[src/rtl/imem_loader_if.sv]
// Host-side byte stream, instruction-memory write port and core-control status of imem_loader.
// The loader takes the slave modport; the host/test side takes the master modport.
interface imem_loader_if #(
    parameter int ADDR_W = 8
);
    logic              start;
    logic              byte_valid;
    logic [7:0]        byte_data;
    logic              byte_ready;
    logic              imem_we;
    logic [ADDR_W-1:0] imem_addr;
    logic [31:0]       imem_wdata;
    logic              cpu_hold;
    logic              done;
    logic              error;

    modport slave (
        input  start, byte_valid, byte_data,
        output byte_ready, imem_we, imem_addr, imem_wdata, cpu_hold, done, error
    );

    modport master (
        output start, byte_valid, byte_data,
        input  byte_ready, imem_we, imem_addr, imem_wdata, cpu_hold, done, error
    );
endinterface

[src/rtl/imem_loader.sv]
// Loads instruction memory from a length-prefixed byte stream, holding the core in reset until done.
// Optional trailing XOR checksum byte is enabled by defining CHECKSUM_EN.
module imem_loader #(
    parameter int ADDR_W = 8
) (
    input  logic          clk,
    input  logic          reset,
    imem_loader_if.slave  bus
);
    localparam int unsigned CAPACITY = 32'd1 << ADDR_W;

    typedef enum logic [2:0] {
        S_IDLE,
        S_LEN_HI,
        S_LEN_LO,
        S_COLLECT,
        S_WRITE,
`ifdef CHECKSUM_EN
        S_CHECK,
`endif
        S_DONE,
        S_ERROR
    } state_t;

    state_t          r_state, w_state_next;
    logic [15:0]     r_count, w_count_next;
    logic [ADDR_W:0] r_index, w_index_next;
    logic [31:0]     r_word, w_word_next;
    logic [1:0]      r_byte_cnt, w_byte_cnt_next;
`ifdef CHECKSUM_EN
    logic [7:0]      r_csum, w_csum_next;
`endif

    logic            w_byte_ready;
    logic            w_accept;
    logic            w_last;
    logic [15:0]     w_len;

    assign w_accept = bus.byte_valid && w_byte_ready;
    assign w_len    = {r_count[15:8], bus.byte_data};
    // Index is one bit wider than the address so a full-capacity image ends without wrapping.
    assign w_last   = (32'(r_index) == (32'(r_count) - 32'd1));

    always_ff @(posedge clk) begin
        if (reset) begin
            r_state    <= S_IDLE;
            r_count    <= '0;
            r_index    <= '0;
            r_word     <= '0;
            r_byte_cnt <= '0;
`ifdef CHECKSUM_EN
            r_csum     <= '0;
`endif
        end else begin
            r_state    <= w_state_next;
            r_count    <= w_count_next;
            r_index    <= w_index_next;
            r_word     <= w_word_next;
            r_byte_cnt <= w_byte_cnt_next;
`ifdef CHECKSUM_EN
            r_csum     <= w_csum_next;
`endif
        end
    end

    always_comb begin
        w_state_next    = r_state;
        w_count_next    = r_count;
        w_index_next    = r_index;
        w_word_next     = r_word;
        w_byte_cnt_next = r_byte_cnt;
`ifdef CHECKSUM_EN
        w_csum_next     = r_csum;
`endif
        w_byte_ready    = 1'b0;

        case (r_state)
            S_IDLE, S_DONE, S_ERROR: begin
                if (bus.start) begin
                    w_state_next = S_LEN_HI;
`ifdef CHECKSUM_EN
                    w_csum_next  = '0;
`endif
                end
            end
            S_LEN_HI: begin
                w_byte_ready = 1'b1;
                if (w_accept) begin
                    w_count_next[15:8] = bus.byte_data;
                    w_state_next       = S_LEN_LO;
                end
            end
            S_LEN_LO: begin
                w_byte_ready = 1'b1;
                if (w_accept) begin
                    w_count_next = w_len;
                    if (w_len == 16'd0 || 32'(w_len) > CAPACITY) begin
                        w_state_next = S_ERROR;
                    end else begin
                        w_state_next    = S_COLLECT;
                        w_index_next    = '0;
                        w_byte_cnt_next = '0;
                    end
                end
            end
            S_COLLECT: begin
                w_byte_ready = 1'b1;
                if (w_accept) begin
                    // Shifting left leaves the first byte of the word in [31:24].
                    w_word_next     = {r_word[23:0], bus.byte_data};
                    w_byte_cnt_next = r_byte_cnt + 2'd1;
`ifdef CHECKSUM_EN
                    w_csum_next     = r_csum ^ bus.byte_data;
`endif
                    if (r_byte_cnt == 2'd3) begin
                        w_state_next = S_WRITE;
                    end
                end
            end
            S_WRITE: begin
                if (w_last) begin
`ifdef CHECKSUM_EN
                    w_state_next = S_CHECK;
`else
                    w_state_next = S_DONE;
`endif
                end else begin
                    w_index_next = r_index + 1'b1;
                    w_state_next = S_COLLECT;
                end
            end
`ifdef CHECKSUM_EN
            S_CHECK: begin
                w_byte_ready = 1'b1;
                if (w_accept) begin
                    w_state_next = (bus.byte_data == r_csum) ? S_DONE : S_ERROR;
                end
            end
`endif
            default: begin
                w_state_next = S_IDLE;
            end
        endcase
    end

    assign bus.byte_ready = w_byte_ready;
    assign bus.imem_we    = (r_state == S_WRITE);
    assign bus.imem_addr  = r_index[ADDR_W-1:0];
    assign bus.imem_wdata = r_word;
    assign bus.cpu_hold   = (r_state != S_DONE);
    assign bus.done       = (r_state == S_DONE);
    assign bus.error      = (r_state == S_ERROR);
endmodule

[src/flat_wrapper.sv]
// flat-port wrapper written by rule: the top's interface ports become plain ports
module imem_loader_flat 
#(
    parameter int ADDR_W = 8
)
  (clk, reset, bus_start, bus_byte_valid, bus_byte_data, bus_byte_ready, bus_imem_we, bus_imem_addr, bus_imem_wdata, bus_cpu_hold, bus_done, bus_error);
  imem_loader_if #(.ADDR_W(ADDR_W)) bus_i ();
  input  logic clk;
  input  logic reset;
  input wire logic [$bits(bus_i.start)-1:0] bus_start;
  input wire logic [$bits(bus_i.byte_valid)-1:0] bus_byte_valid;
  input wire logic [$bits(bus_i.byte_data)-1:0] bus_byte_data;
  output wire logic [$bits(bus_i.byte_ready)-1:0] bus_byte_ready;
  output wire logic [$bits(bus_i.imem_we)-1:0] bus_imem_we;
  output wire logic [$bits(bus_i.imem_addr)-1:0] bus_imem_addr;
  output wire logic [$bits(bus_i.imem_wdata)-1:0] bus_imem_wdata;
  output wire logic [$bits(bus_i.cpu_hold)-1:0] bus_cpu_hold;
  output wire logic [$bits(bus_i.done)-1:0] bus_done;
  output wire logic [$bits(bus_i.error)-1:0] bus_error;
  assign bus_i.start = bus_start;
  assign bus_i.byte_valid = bus_byte_valid;
  assign bus_i.byte_data = bus_byte_data;
  assign bus_byte_ready = bus_i.byte_ready;
  assign bus_imem_we = bus_i.imem_we;
  assign bus_imem_addr = bus_i.imem_addr;
  assign bus_imem_wdata = bus_i.imem_wdata;
  assign bus_cpu_hold = bus_i.cpu_hold;
  assign bus_done = bus_i.done;
  assign bus_error = bus_i.error;
  imem_loader #(.ADDR_W(ADDR_W)) u_core (.clk(clk), .reset(reset), .bus(bus_i));
endmodule
[config.mk]
export PLATFORM = sky130hd
export DESIGN_NAME = imem_loader_flat
export DESIGN_NICKNAME = d
export VERILOG_FILES = /design/src/rtl/imem_loader_if.sv /design/src/rtl/imem_loader.sv /design/src/flat_wrapper.sv
export SDC_FILE = /design/constraint.sdc
export NUM_CORES = 1
export LEC_CHECK = 0
export BUFFER_PORTS_ARGS = -buffer_cell sky130_fd_sc_hd__buf_2
export CORE_MARGIN = 2
export CORE_UTILIZATION = 62
export CTS_BUF_LIST = sky130_fd_sc_hd__clkbuf_4 sky130_fd_sc_hd__clkbuf_8
export DETAILED_ROUTE_END_ITERATION = 10
export GPL_ROUTABILITY_DRIVEN = 1
export PLACE_DENSITY = 0.84
export SETUP_SLACK_MARGIN = 0.05
export SLEW_MARGIN = 20
export SYNTH_ARGS = -nofsm -noshare
export SYNTH_HDL_FRONTEND = slang
export SYNTH_SLANG_ARGS = --single-unit
[constraint.sdc]
create_clock -name clk -period 5.2 [get_ports clk]
set_input_delay 0.26 -clock clk [delete_from_list [all_inputs] [get_ports clk]]
set_output_delay 0.26 -clock clk [all_outputs]
set_load 0.005 [all_outputs]
# Word level (Yosys, flattened, before mapping)
# Cells that the tools add are included.
[classes] add_sub_neg=3 order_cmp=1 eq_ne=16 muxes=19 bitwise=1 n_reduce_logical=14
[op_table] op="$eq A9 B32 Y1" count=1
[op_table] op="$mux W9" count=3
[op_table] op="$mux W3" count=7
[op_table] op="$pmux W9 S2" count=1
[op_table] op="$sub A16 B1 Y17 const B" count=1
[op_table] op="$gt A16 B9 Y1 const B" count=1
[op_table] op="$logic_not A16 Y1" count=1
[op_table] op="$pmux W8 S2" count=1
[op_table] op="$pmux W3 S5" count=1
[op_table] op="$add A9 B1 Y9 const B" count=1
[op_table] op="$eq A3 B3 Y1 const B" count=3
[op_table] op="$mux W8" count=1
[op_table] op="$ne A2 B1 Y1 const B" count=4
[op_table] op="$reduce_and A4 Y1" count=2
[op_table] op="$eq A3 B2 Y1 const B" count=2
[op_table] op="$mux W2" count=3
[op_table] op="$ne A2 B2 Y1 const B" count=3
[op_table] op="$reduce_or A3 Y1" count=2
[op_table] op="$reduce_and A5 Y1" count=1
[op_table] op="$pmux W2 S2" count=1
[op_table] op="$reduce_and A2 Y1" count=2
[op_table] op="$reduce_bool A2 Y1" count=2
[op_table] op="$eq A3 B1 Y1 const B" count=1
[op_table] op="$logic_not A3 Y1" count=1
[op_table] op="8 further kinds" count=8
[totals] ff_bits=62 output_inout_bits=45 elab_cells=60

# Logic depth before layout (Yosys ltp)
# Gate-level depths: netlist of the first run.
[logic_depth] word_depth=6 ltp_mapped=11

# Least setup slack after synthesis of the first run
# No wires, ideal clock.
[synth_path] kind="register -> register" start="register u_core.r_count[0]" end="register u_core.r_index[0]" setup_time_ps=130 arrival_time_ps=2357 required_ps=5070 setup_slack_ps=2713 stages_incl_launch_ff=9 path_buffers=1 path_cell_list="dfxtp_1 > or4_4 > or4b_1 > a21oi_2 > a311oi_2 > nor4_4 > buf_6 > or3_1 > a21oi_1"
[synth_between] elab_chain_len=4
[synth_lines] element="start: declaration" line="imem_loader.sv:26" text="logic [15:0] r_count, w_count_next;"
[synth_lines] element="start signal: assignment" line="imem_loader.sv:56" text="r_count <= w_count_next;"
[synth_lines] element="$sub A16 B1 Y17" line="imem_loader.sv:42" text="assign w_last = (32'(r_index) == (32'(r_count) - 32'd1));"
[synth_lines] element="$eq A9 B32 Y1" line="imem_loader.sv:42"
[synth_lines] element="$ne A2 B2 Y1 (no source line)"
[synth_lines] element="$reduce_and A4 Y1 (no source line)"
[synth_lines] element="end signal: assignment" line="imem_loader.sv:57" text="r_index <= w_index_next;"
[synth_lines] element="end: declaration" line="imem_loader.sv:27" text="logic [ADDR_W:0] r_index, w_index_next;"
# Every way passes these cells.
# A chain may end at the register's enable or synchronous reset.

# Worst setup path after layout of the first run
[layout_path] start="register u_core.r_count[0]" end="register u_core.r_index[4]"
# The elaborated chain is that of the path after synthesis.

==> impl_metrics.prom, run 1 <==
# TYPE chip_impl_metric gauge
chip_impl_metric{name="p_int",unit="uW"} 905
chip_impl_metric{name="die-area",unit="sq mm"} 0.00548
chip_impl_metric{name="dp_hpwl",unit="um"} 4770
chip_impl_metric{name="via_count_of_the_first_global_routing_pass",unit=""} 2527
chip_impl_info{name="r2r_start",value="u_core.r_count[0]"} 1
chip_impl_metric{name="power.clock.fraction",unit=""} 0.346
chip_impl_metric{name="peak_ir_drop_on_the_vdd_network",unit="mV"} 0.258
chip_impl_metric{name="area.growth.synth_to_final",unit="%"} 14.1
chip_impl_metric{name="synth-edff-count",unit=""} 0
chip_impl_metric{name="combinational_group_share_of_total_power",unit=""} 0.244
chip_impl_metric{name="critical_path.n_buffers_inverters",unit=""} 1
chip_impl_metric{name="critical_path.max_fanout",unit=""} 17
chip_impl_info{name="cp-startpoint",value="u_core.r_count[0]"} 1
chip_impl_metric{name="power_density",unit="mW/mm^2"} 387
chip_impl_metric{name="setup_violations",unit=""} 0
chip_impl_metric{name="cts-htree-levels",unit=""} 3
chip_impl_info{name="synth_top_cells_by_area",value="sky130_fd_sc_hd__dfxtp_1, sky130_fd_sc_hd__nand2_1, sky130_fd_sc_hd__a21oi_1"} 1
chip_impl_metric{name="synth_simple_gate_area_frac",unit=""} 0.291
chip_impl_info{name="cp-end-kind",value="register"} 1
chip_impl_metric{name="net-switching-power",unit="uW"} 437
chip_impl_metric{name="reg2reg_slack",unit="ps"} 1770
chip_impl_metric{name="detailroute.via_count",unit=""} 2909
chip_impl_info{name="timing.hold.worst.class",value="in2reg"} 1
chip_impl_metric{name="final.period_utilization",unit=""} 0.659
chip_impl_metric{name="die_height",unit="um"} 74.0
chip_impl_metric{name="antenna-diode-count",unit=""} 0
chip_impl_metric{name="instances_no_fill",unit=""} 506
chip_impl_metric{name="maxSlewViolCount",unit=""} 0
chip_impl_metric{name="critPathRequiredTime",unit="ps"} 5470
chip_impl_info{name="setup_repair_after_global_routing_missed_its_margin",value="false"} 1
chip_impl_info{name="synthDominantAreaCellType",value="sky130_fd_sc_hd__dfxtp_1"} 1
chip_impl_metric{name="gp_congestion",unit=""} 0.873
chip_impl_metric{name="route.detailed.drc",unit=""} 0
chip_impl_metric{name="postLayoutSetupSlackWorst",unit="ps"} 1770
chip_impl_metric{name="power.leakage",unit="nW"} 1.35
chip_impl_info{name="critPathTopFamily",value="simple AND/OR/NAND/NOR gates"} 1
chip_impl_metric{name="drv.max_cap_violation_count",unit=""} 0
chip_impl_metric{name="cp_data_arrival_time",unit="ps"} 3700
chip_impl_metric{name="track_usage",unit=""} 0.276
chip_impl_metric{name="tritoncts.num_buffers",unit=""} 9
chip_impl_info{name="start_kind",value="register"} 1
chip_impl_info{name="tritoncts",value="yes"} 1
chip_impl_metric{name="die_width",unit="um"} 74.0
chip_impl_metric{name="place.detailed.instances",unit=""} 490
chip_impl_info{name="timing.critical_path.cells",value="inv_1, ha_1, nor3b_1, a22oi_1, nor4_1, o21ai_1, nor4_4, o31ai_1, a21oi_1"} 1
chip_impl_metric{name="synthCells",unit=""} 398
chip_impl_metric{name="grt_antenna_before_repair",unit=""} 0
chip_impl_info{name="run_status",value="finished, final reports clean"} 1
chip_impl_metric{name="ys_async_sr_fraction",unit=""} 0
chip_impl_metric{name="drt-vias-per-instance",unit=""} 5.75
chip_impl_info{name="ys.flop_type",value="sky130_fd_sc_hd__dfxtp_1"} 1
chip_impl_metric{name="initial_core_util",unit=""} 0.644
chip_impl_metric{name="totalWireLength",unit="um"} 7170
chip_impl_metric{name="syn_nets",unit=""} 413
chip_impl_metric{name="cts_hold_bufs",unit=""} 0
chip_impl_metric{name="power_frac_seq",unit=""} 0.410
chip_impl_metric{name="final_layout_size_suffix_gt1_frac",unit=""} 0.187
chip_impl_metric{name="worst_clock_skew",unit="ps"} 6.36
chip_impl_metric{name="port-buffer-count",unit=""} 56
chip_impl_metric{name="synth.avg_cell_area",unit="sq um"} 7.64
chip_impl_info{name="synth_top_family_by_area",value="simple AND/OR/NAND/NOR gates"} 1
chip_impl_metric{name="synth-xor-area-share",unit=""} 0.0333
chip_impl_metric{name="core_region_area",unit="sq mm"} 0.00472
chip_impl_metric{name="reg2reg_depth",unit=""} 9
chip_impl_metric{name="postCtsResizedCells",unit=""} 0
chip_impl_metric{name="dpl_worst_slack",unit="ps"} 1810
chip_impl_metric{name="post_cts_setup_driven_buffer_insertion_count",unit=""} 0
chip_impl_info{name="cp-endpoint",value="u_core.r_index[4]"} 1
chip_impl_metric{name="hold_violations",unit=""} 0
chip_impl_metric{name="synth.ff_latch_count",unit=""} 62
chip_impl_info{name="path_class",value="reg2reg"} 1
chip_impl_metric{name="fp-row-count",unit=""} 25
chip_impl_metric{name="routed_wire_length_per_instance",unit="um"} 14.2
chip_impl_metric{name="max_slew.worst_pin.slew",unit="ps"} 1070
chip_impl_metric{name="io_pins",unit=""} 57
chip_impl_metric{name="netlist-cell-type-count",unit=""} 56
chip_impl_metric{name="synth_compound_gate_area_share",unit=""} 0.191
chip_impl_info{name="layout_common_cells",value="sky130_fd_sc_hd__nand2_1, sky130_fd_sc_hd__dfxtp_1, sky130_fd_sc_hd__a21oi_1, sky130_fd_sc_hd__buf_2, sky130_fd_sc_hd__nor2_1"} 1
chip_impl_metric{name="timing.hold.ws",unit="ps"} 201
chip_impl_metric{name="power.share.switching",unit=""} 0.326
chip_impl_metric{name="cts.sinks",unit=""} 62
chip_impl_metric{name="critical_path.max_stage_delay",unit="ps"} 880
chip_impl_metric{name="worst-path-stages",unit=""} 9
chip_impl_metric{name="largest_net_degree_at_the_start_of_global_routing",unit=""} 56
chip_impl_metric{name="synth.mux.area_fraction",unit=""} 0.00329
chip_impl_metric{name="fin_nets",unit=""} 449
chip_impl_metric{name="fraction_of_the_mapped_netlist_area_in_adder_cells",unit=""} 0.0123
chip_impl_info{name="final_common_cell",value="sky130_fd_sc_hd__nand2_1"} 1
chip_impl_metric{name="cts_max_path_buffers",unit=""} 2
chip_impl_metric{name="yosysWarningCount",unit=""} 0
chip_impl_metric{name="gr-total-overflow",unit=""} 0
chip_impl_metric{name="slew-limit-headroom",unit=""} 0.283
chip_impl_metric{name="n_fill_cell",unit=""} 379
chip_impl_metric{name="synth_top_area_frac",unit=""} 0.408
chip_impl_metric{name="antenna_violating_nets_post_route",unit=""} 0
chip_impl_info{name="slowest_stage",value="sky130_fd_sc_hd__nor3b_1"} 1
chip_impl_metric{name="drtIter0Drc",unit=""} 275
chip_impl_metric{name="setup-tns-final",unit="ps"} 0
chip_impl_metric{name="drt_pass1_iterations",unit=""} 4
chip_impl_metric{name="worst_setup_hold_path_clk_slew",unit="ps"} 70
chip_impl_info{name="cts-root-buf",value="sky130_fd_sc_hd__clkbuf_8"} 1
chip_impl_metric{name="clock.fmax",unit="MHz"} 292
chip_impl_metric{name="min_period",unit="ps"} 3430
chip_impl_metric{name="grt_pass1_wl",unit="um"} 11700
chip_impl_metric{name="clkLatencyLatePin",unit="ps"} 340
chip_impl_metric{name="synth.yosys.seq_area_share",unit=""} 0.408
chip_impl_info{name="crit-reg2reg-capture",value="u_core.r_index[4]"} 1
chip_impl_metric{name="netlist_area",unit="sq mm"} 0.00304
## flip-flops by register name, indices dropped and copies added (netlist names)
signal	count
u_core.bus.imem_wdata	32
u_core.r_state	3
u_core.r_count	16
u_core.r_byte_cnt	2
u_core.r_index	9
## layer usage
metal  wire [um]  global-route usage  vias up
met5           0                   0        -
met4         107               0.111        0
met3         454              0.0542       10
met2        3330               0.426      101
met1        3280               0.382     1348
li1            -                   -     1450
## power groups by stage
stage | logic [mW] | clock network [mW] | registers, mW
finish | 0.327 | 0.465 | 0.551
global route | 0.362 | 0.487 | 0.558
CTS | 0.324 | 0.468 | 0.549
detailed placement | 0.316 | 0 | 0.560
global placement | 0.312 | 0 | 0.558
floorplan | 0.265 | 0 | 0.541
## Yosys cell counts (6+ instances only)
library cell / number
sky130_fd_sc_hd__nand2_1: 108
sky130_fd_sc_hd__dfxtp_1: 62
sky130_fd_sc_hd__a21oi_1: 61
sky130_fd_sc_hd__clkbuf_1: 20
sky130_fd_sc_hd__nor2_1: 16
sky130_fd_sc_hd__nand3_1: 10
sky130_fd_sc_hd__buf_4: 8
sky130_fd_sc_hd__nor4_1: 8
sky130_fd_sc_hd__or4_1: 8
sky130_fd_sc_hd__inv_1: 7
sky130_fd_sc_hd__o21ai_0: 7
sky130_fd_sc_hd__and3_1: 6
sky130_fd_sc_hd__nor3_1: 6
sky130_fd_sc_hd__o31ai_1: 6
sky130_fd_sc_hd__xnor2_1: 6
## worst min-delay path by stage
stage / slack, ps / depth (start not counted) / endpoint / start
floorplan: 400 / 2 / u_core.r_count[15] / bus_byte_data[7]
global placement: 440 / 2 / u_core.bus.imem_wdata[30] / u_core.bus.imem_wdata[30]
detailed placement: 440 / 2 / u_core.bus.imem_wdata[30] / u_core.bus.imem_wdata[30]
CTS: 190 / 3 / u_core.bus.imem_wdata[7] / bus_byte_data[7]
global route: 200 / 3 / u_core.bus.imem_wdata[5] / bus_byte_data[5]
finish: 200 / 3 / u_core.bus.imem_wdata[3] / bus_byte_data[3]
## cell families (layout without fill, tap and decap cells)
family / count (synthesis) / in the layout
muxes: 1 / 1
xor gates and xnor gates: 10 / 10
buffers and inverters: 39 / 80
DFF: 62 / 62
adders and majority gates: 3 / 3
AOI/OAI and AO/OA: 98 / 98
and+or+nand+nor: 185 / 185
## area by class of cell
class	instances	area, sq um	share of cell area
clock buffers	10	131	0.0379
clock inverters	6	86.3	0.0249
inverters	8	30.0	0.00866
multi-input cells	297	1620	0.466
flip-flops and latches	62	1240	0.358
well taps	67	83.8	0.0242
repair buffers	56	280	0.0808
## through the flow
step | cell area [sq um] | utilization | total power, mW
3_5_place_dp | 3250 | 0.688 | 0.876
3_3_place_gp | 3250 | 0.688 | 0.870
4_1_cts | 3470 | 0.734 | 1.34
5_1_grt | 3470 | 0.734 | 1.41
6_report | 3470 | 0.734 | 1.34
2_1_floorplan | 3040 | - | 0.806
## worst register-to-register path: cells and delay by family, from the launching register on
| family | cells | cell delay (ps) |
|---|---|---|
| AO/OA/AOI/OAI | 4 | 770 |
| buffers and inverters | 1 | 100 |
| flip-flops | 1 | 380 |
| adder cells (fa/ha/maj) | 1 | 200 |
| AND/OR/NAND/NOR | 3 | 1920 |
Note: power is estimated with default switching activity, not from simulation.
==> run 2: changes to the inputs <==
Settings changed: CORE_UTILIZATION 62 to 52, PLACE_DENSITY 0.84 to 0.74.
Clock period 5.2 ns to 2.86 ns, I/O delays scaled along.
==> run 2 against run 1 <==
  * First-iteration DRC count down 57%
  * Sequential power grew 81%
  * Critical endpoint unchanged
  * Non-clock buffer count up 11
  * Cell area up 2.1%
  * Critical path depth down 1
  * Hold slack got worse by 120 ps
  * Die area grew 18%
  * Global-route usage shrank 2.8 points
  * Final cell count increased by 3.2%
  * Clock skew increased by 4.3 ps
==> impl_metrics.prom, run 2 (same netlist as run 1, synthesis figures left out) <==
# TYPE chip_impl_metric gauge
chip_impl_metric{name="gr-usage-met2",unit=""} 0.370
chip_impl_metric{name="initial_core_util",unit=""} 0.545
chip_impl_metric{name="track_usage",unit=""} 0.249
chip_impl_metric{name="cp_data_arrival_time",unit="ps"} 2880
chip_impl_metric{name="drtIter0Drc",unit=""} 118
chip_impl_metric{name="drv.max_cap_violation_count",unit=""} 0
chip_impl_metric{name="power_frac_seq",unit=""} 0.425
chip_impl_metric{name="maxSlewViolCount",unit=""} 0
chip_impl_info{name="cp-endpoint",value="u_core.r_index[4]"} 1
chip_impl_info{name="timing.hold.worst.class",value="in2reg"} 1
chip_impl_info{name="crit-reg2reg-capture",value="u_core.r_index[4]"} 1
chip_impl_metric{name="port-buffer-count",unit=""} 56
chip_impl_metric{name="cts-htree-levels",unit=""} 3
chip_impl_metric{name="grt_pass1_wl",unit="um"} 12500
chip_impl_metric{name="worst_clock_skew",unit="ps"} 10.7
chip_impl_metric{name="io_pins",unit=""} 57
chip_impl_info{name="tritoncts",value="yes"} 1
chip_impl_metric{name="power.share.switching",unit=""} 0.345
chip_impl_info{name="globalRoute.busiestLayer",value="met2"} 1
chip_impl_info{name="cp-startpoint",value="u_core.r_count[0]"} 1
chip_impl_metric{name="globalRouteMet1Util",unit=""} 0.348
chip_impl_info{name="setup_repair_after_global_routing_missed_its_margin",value="false"} 1
chip_impl_info{name="path_class",value="reg2reg"} 1
chip_impl_metric{name="min_period",unit="ps"} 2620
chip_impl_metric{name="core_region_area",unit="sq mm"} 0.00557
chip_impl_metric{name="reg2reg_depth",unit=""} 8
chip_impl_metric{name="largest_net_degree_at_the_start_of_global_routing",unit=""} 55
chip_impl_metric{name="critical_path.max_fanout",unit=""} 17
chip_impl_metric{name="critPathRequiredTime",unit="ps"} 3130
chip_impl_info{name="cp-end-kind",value="register"} 1
chip_impl_metric{name="gp_congestion",unit=""} 0.895
chip_impl_metric{name="die-area",unit="sq mm"} 0.00647
chip_impl_metric{name="postCtsResizedCells",unit=""} 0
chip_impl_metric{name="worst_setup_hold_path_clk_slew",unit="ps"} 70
chip_impl_metric{name="die_height",unit="um"} 80.5
chip_impl_metric{name="clock.fmax",unit="MHz"} 382
chip_impl_metric{name="grtUsageMet3",unit=""} 0.0573
chip_impl_metric{name="antenna-diode-count",unit=""} 0
chip_impl_metric{name="hold_violations",unit=""} 0
chip_impl_metric{name="combinational_group_share_of_total_power",unit=""} 0.277
chip_impl_metric{name="p_int",unit="mW"} 1.54
chip_impl_metric{name="area.growth.synth_to_final",unit="%"} 16.4
chip_impl_metric{name="tritoncts.num_buffers",unit=""} 9
chip_impl_metric{name="net-switching-power",unit="uW"} 814
chip_impl_metric{name="totalWireLength",unit="um"} 7380
chip_impl_metric{name="largest_register_ffs",unit=""} 32
chip_impl_info{name="r2r_start",value="u_core.r_count[0]"} 1
chip_impl_info{name="layout_common_cells",value="sky130_fd_sc_hd__nand2_1, sky130_fd_sc_hd__a21oi_1, sky130_fd_sc_hd__dfxtp_1, sky130_fd_sc_hd__buf_2, sky130_fd_sc_hd__nor2_1"} 1
chip_impl_metric{name="gr-total-overflow",unit=""} 0
chip_impl_metric{name="via_count_of_the_first_global_routing_pass",unit=""} 2604
chip_impl_metric{name="cts.sinks",unit=""} 62
chip_impl_info{name="start_kind",value="register"} 1
chip_impl_metric{name="slew-limit-headroom",unit=""} 0.389
chip_impl_metric{name="peak_ir_drop_on_the_vdd_network",unit="mV"} 0.445
chip_impl_metric{name="reg2reg_slack",unit="ps"} 240
chip_impl_metric{name="post_cts_setup_driven_buffer_insertion_count",unit=""} 0
chip_impl_info{name="final_common_cell",value="sky130_fd_sc_hd__nand2_1"} 1
chip_impl_info{name="run_status",value="finished, final reports clean"} 1
chip_impl_metric{name="routed_wire_length_per_instance",unit="um"} 14.1
chip_impl_metric{name="final.period_utilization",unit=""} 0.915
chip_impl_metric{name="die_width",unit="um"} 80.5
chip_impl_metric{name="setup-tns-final",unit="ps"} 0
chip_impl_metric{name="power.clock.fraction",unit=""} 0.298
chip_impl_metric{name="grt_antenna_before_repair",unit=""} 0
chip_impl_metric{name="power_density",unit="mW/mm^2"} 666
chip_impl_metric{name="fp-row-count",unit=""} 27
chip_impl_metric{name="timing.hold.ws",unit="ps"} 75.8
chip_impl_metric{name="cts_hold_bufs",unit=""} 0
chip_impl_info{name="cts-root-buf",value="sky130_fd_sc_hd__clkbuf_8"} 1
chip_impl_metric{name="power.leakage",unit="nW"} 1.38
chip_impl_metric{name="n_fill_cell",unit=""} 508
chip_impl_metric{name="antenna_violating_nets_post_route",unit=""} 0
chip_impl_metric{name="final_layout_size_suffix_gt1_frac",unit=""} 0.216
chip_impl_metric{name="fin_nets",unit=""} 460
chip_impl_metric{name="drt-vias-per-instance",unit=""} 5.44
chip_impl_metric{name="clkLatencyLatePin",unit="ps"} 340
chip_impl_metric{name="max_slew.worst_pin.slew",unit="ps"} 913
chip_impl_metric{name="setup_violations",unit=""} 0
chip_impl_metric{name="cts_max_path_buffers",unit=""} 2
chip_impl_metric{name="detailroute.via_count",unit=""} 2838
chip_impl_metric{name="dp_hpwl",unit="um"} 5230
chip_impl_metric{name="route.detailed.drc",unit=""} 0
chip_impl_metric{name="drt_pass1_iterations",unit=""} 5
run 2: per-layer routing:
metal	vias to the layer above	part of all wire	routed length, um
met5	-	0	0
met2	50	0.46	3380
li1	1468	-	-
met4	0	0.0068	50
met1	1315	0.48	3560
met3	5	0.052	385
run 2: through the flow:
step	instances	setup slack (ps)	instance area [sq um]	utilization	power, mW
floorplan	398	373	3040	-	1.47
global placement	506	275	3340	0.599	1.65
detailed placement	506	168	3340	0.599	1.65
CTS	522	149	3520	0.631	2.35
global route	522	49.9	3540	0.635	2.50
finish	522	242	3540	0.635	2.36
run 2: area by class of cell:
class | count | area [sq um] | area share
clock buffers | 11 | 145 | 0.0410
clock inverters | 5 | 33.8 | 0.00954
inverters | 8 | 30.0 | 0.00848
multi-input cells | 297 | 1640 | 0.462
flip-flops and latches | 62 | 1240 | 0.351
repair buffers | 67 | 363 | 0.103
well taps | 72 | 90.1 | 0.0255
run 2: how the worst min path moves through the flow:
stage | from | end | slack [ps] | cells after the start
finish | bus_byte_data[6] | u_core.r_count[14] | 80 | 3
global route | bus_byte_data[6] | u_core.r_count[14] | 80 | 3
global placement | bus_byte_data[4] | u_core.bus.imem_wdata[4] | 430 | 3
detailed placement | bus_byte_data[6] | u_core.r_count[14] | 430 | 3
floorplan | bus_byte_data[7] | u_core.r_count[15] | 280 | 2
CTS | bus_byte_data[6] | u_core.r_count[14] | 70 | 3
run 2: critical path, stage by stage, from the launching register on:
cell	delay, ps
sky130_fd_sc_hd__dfxtp_2	350
sky130_fd_sc_hd__or4_4	580
sky130_fd_sc_hd__o21ai_0	230
sky130_fd_sc_hd__a21oi_2	90
sky130_fd_sc_hd__a311oi_2	350
sky130_fd_sc_hd__nor4_4	90
sky130_fd_sc_hd__buf_4	200
sky130_fd_sc_hd__or4_1	500
sky130_fd_sc_hd__a21oi_1	160
run 2: power groups by stage:
| stage | clock (mW) | sequential [mW] | combinational (mW) |
|---|---|---|---|
| 2_1_floorplan | 0 | 0.984 | 0.482 |
| 3_3_place_gp | 0 | 1.02 | 0.630 |
| 3_5_place_dp | 0 | 1.02 | 0.635 |
| 4_1_cts | 0.718 | 0.997 | 0.639 |
| 5_1_grt | 0.750 | 1.01 | 0.741 |
| 6_report | 0.703 | 1.00 | 0.654 |
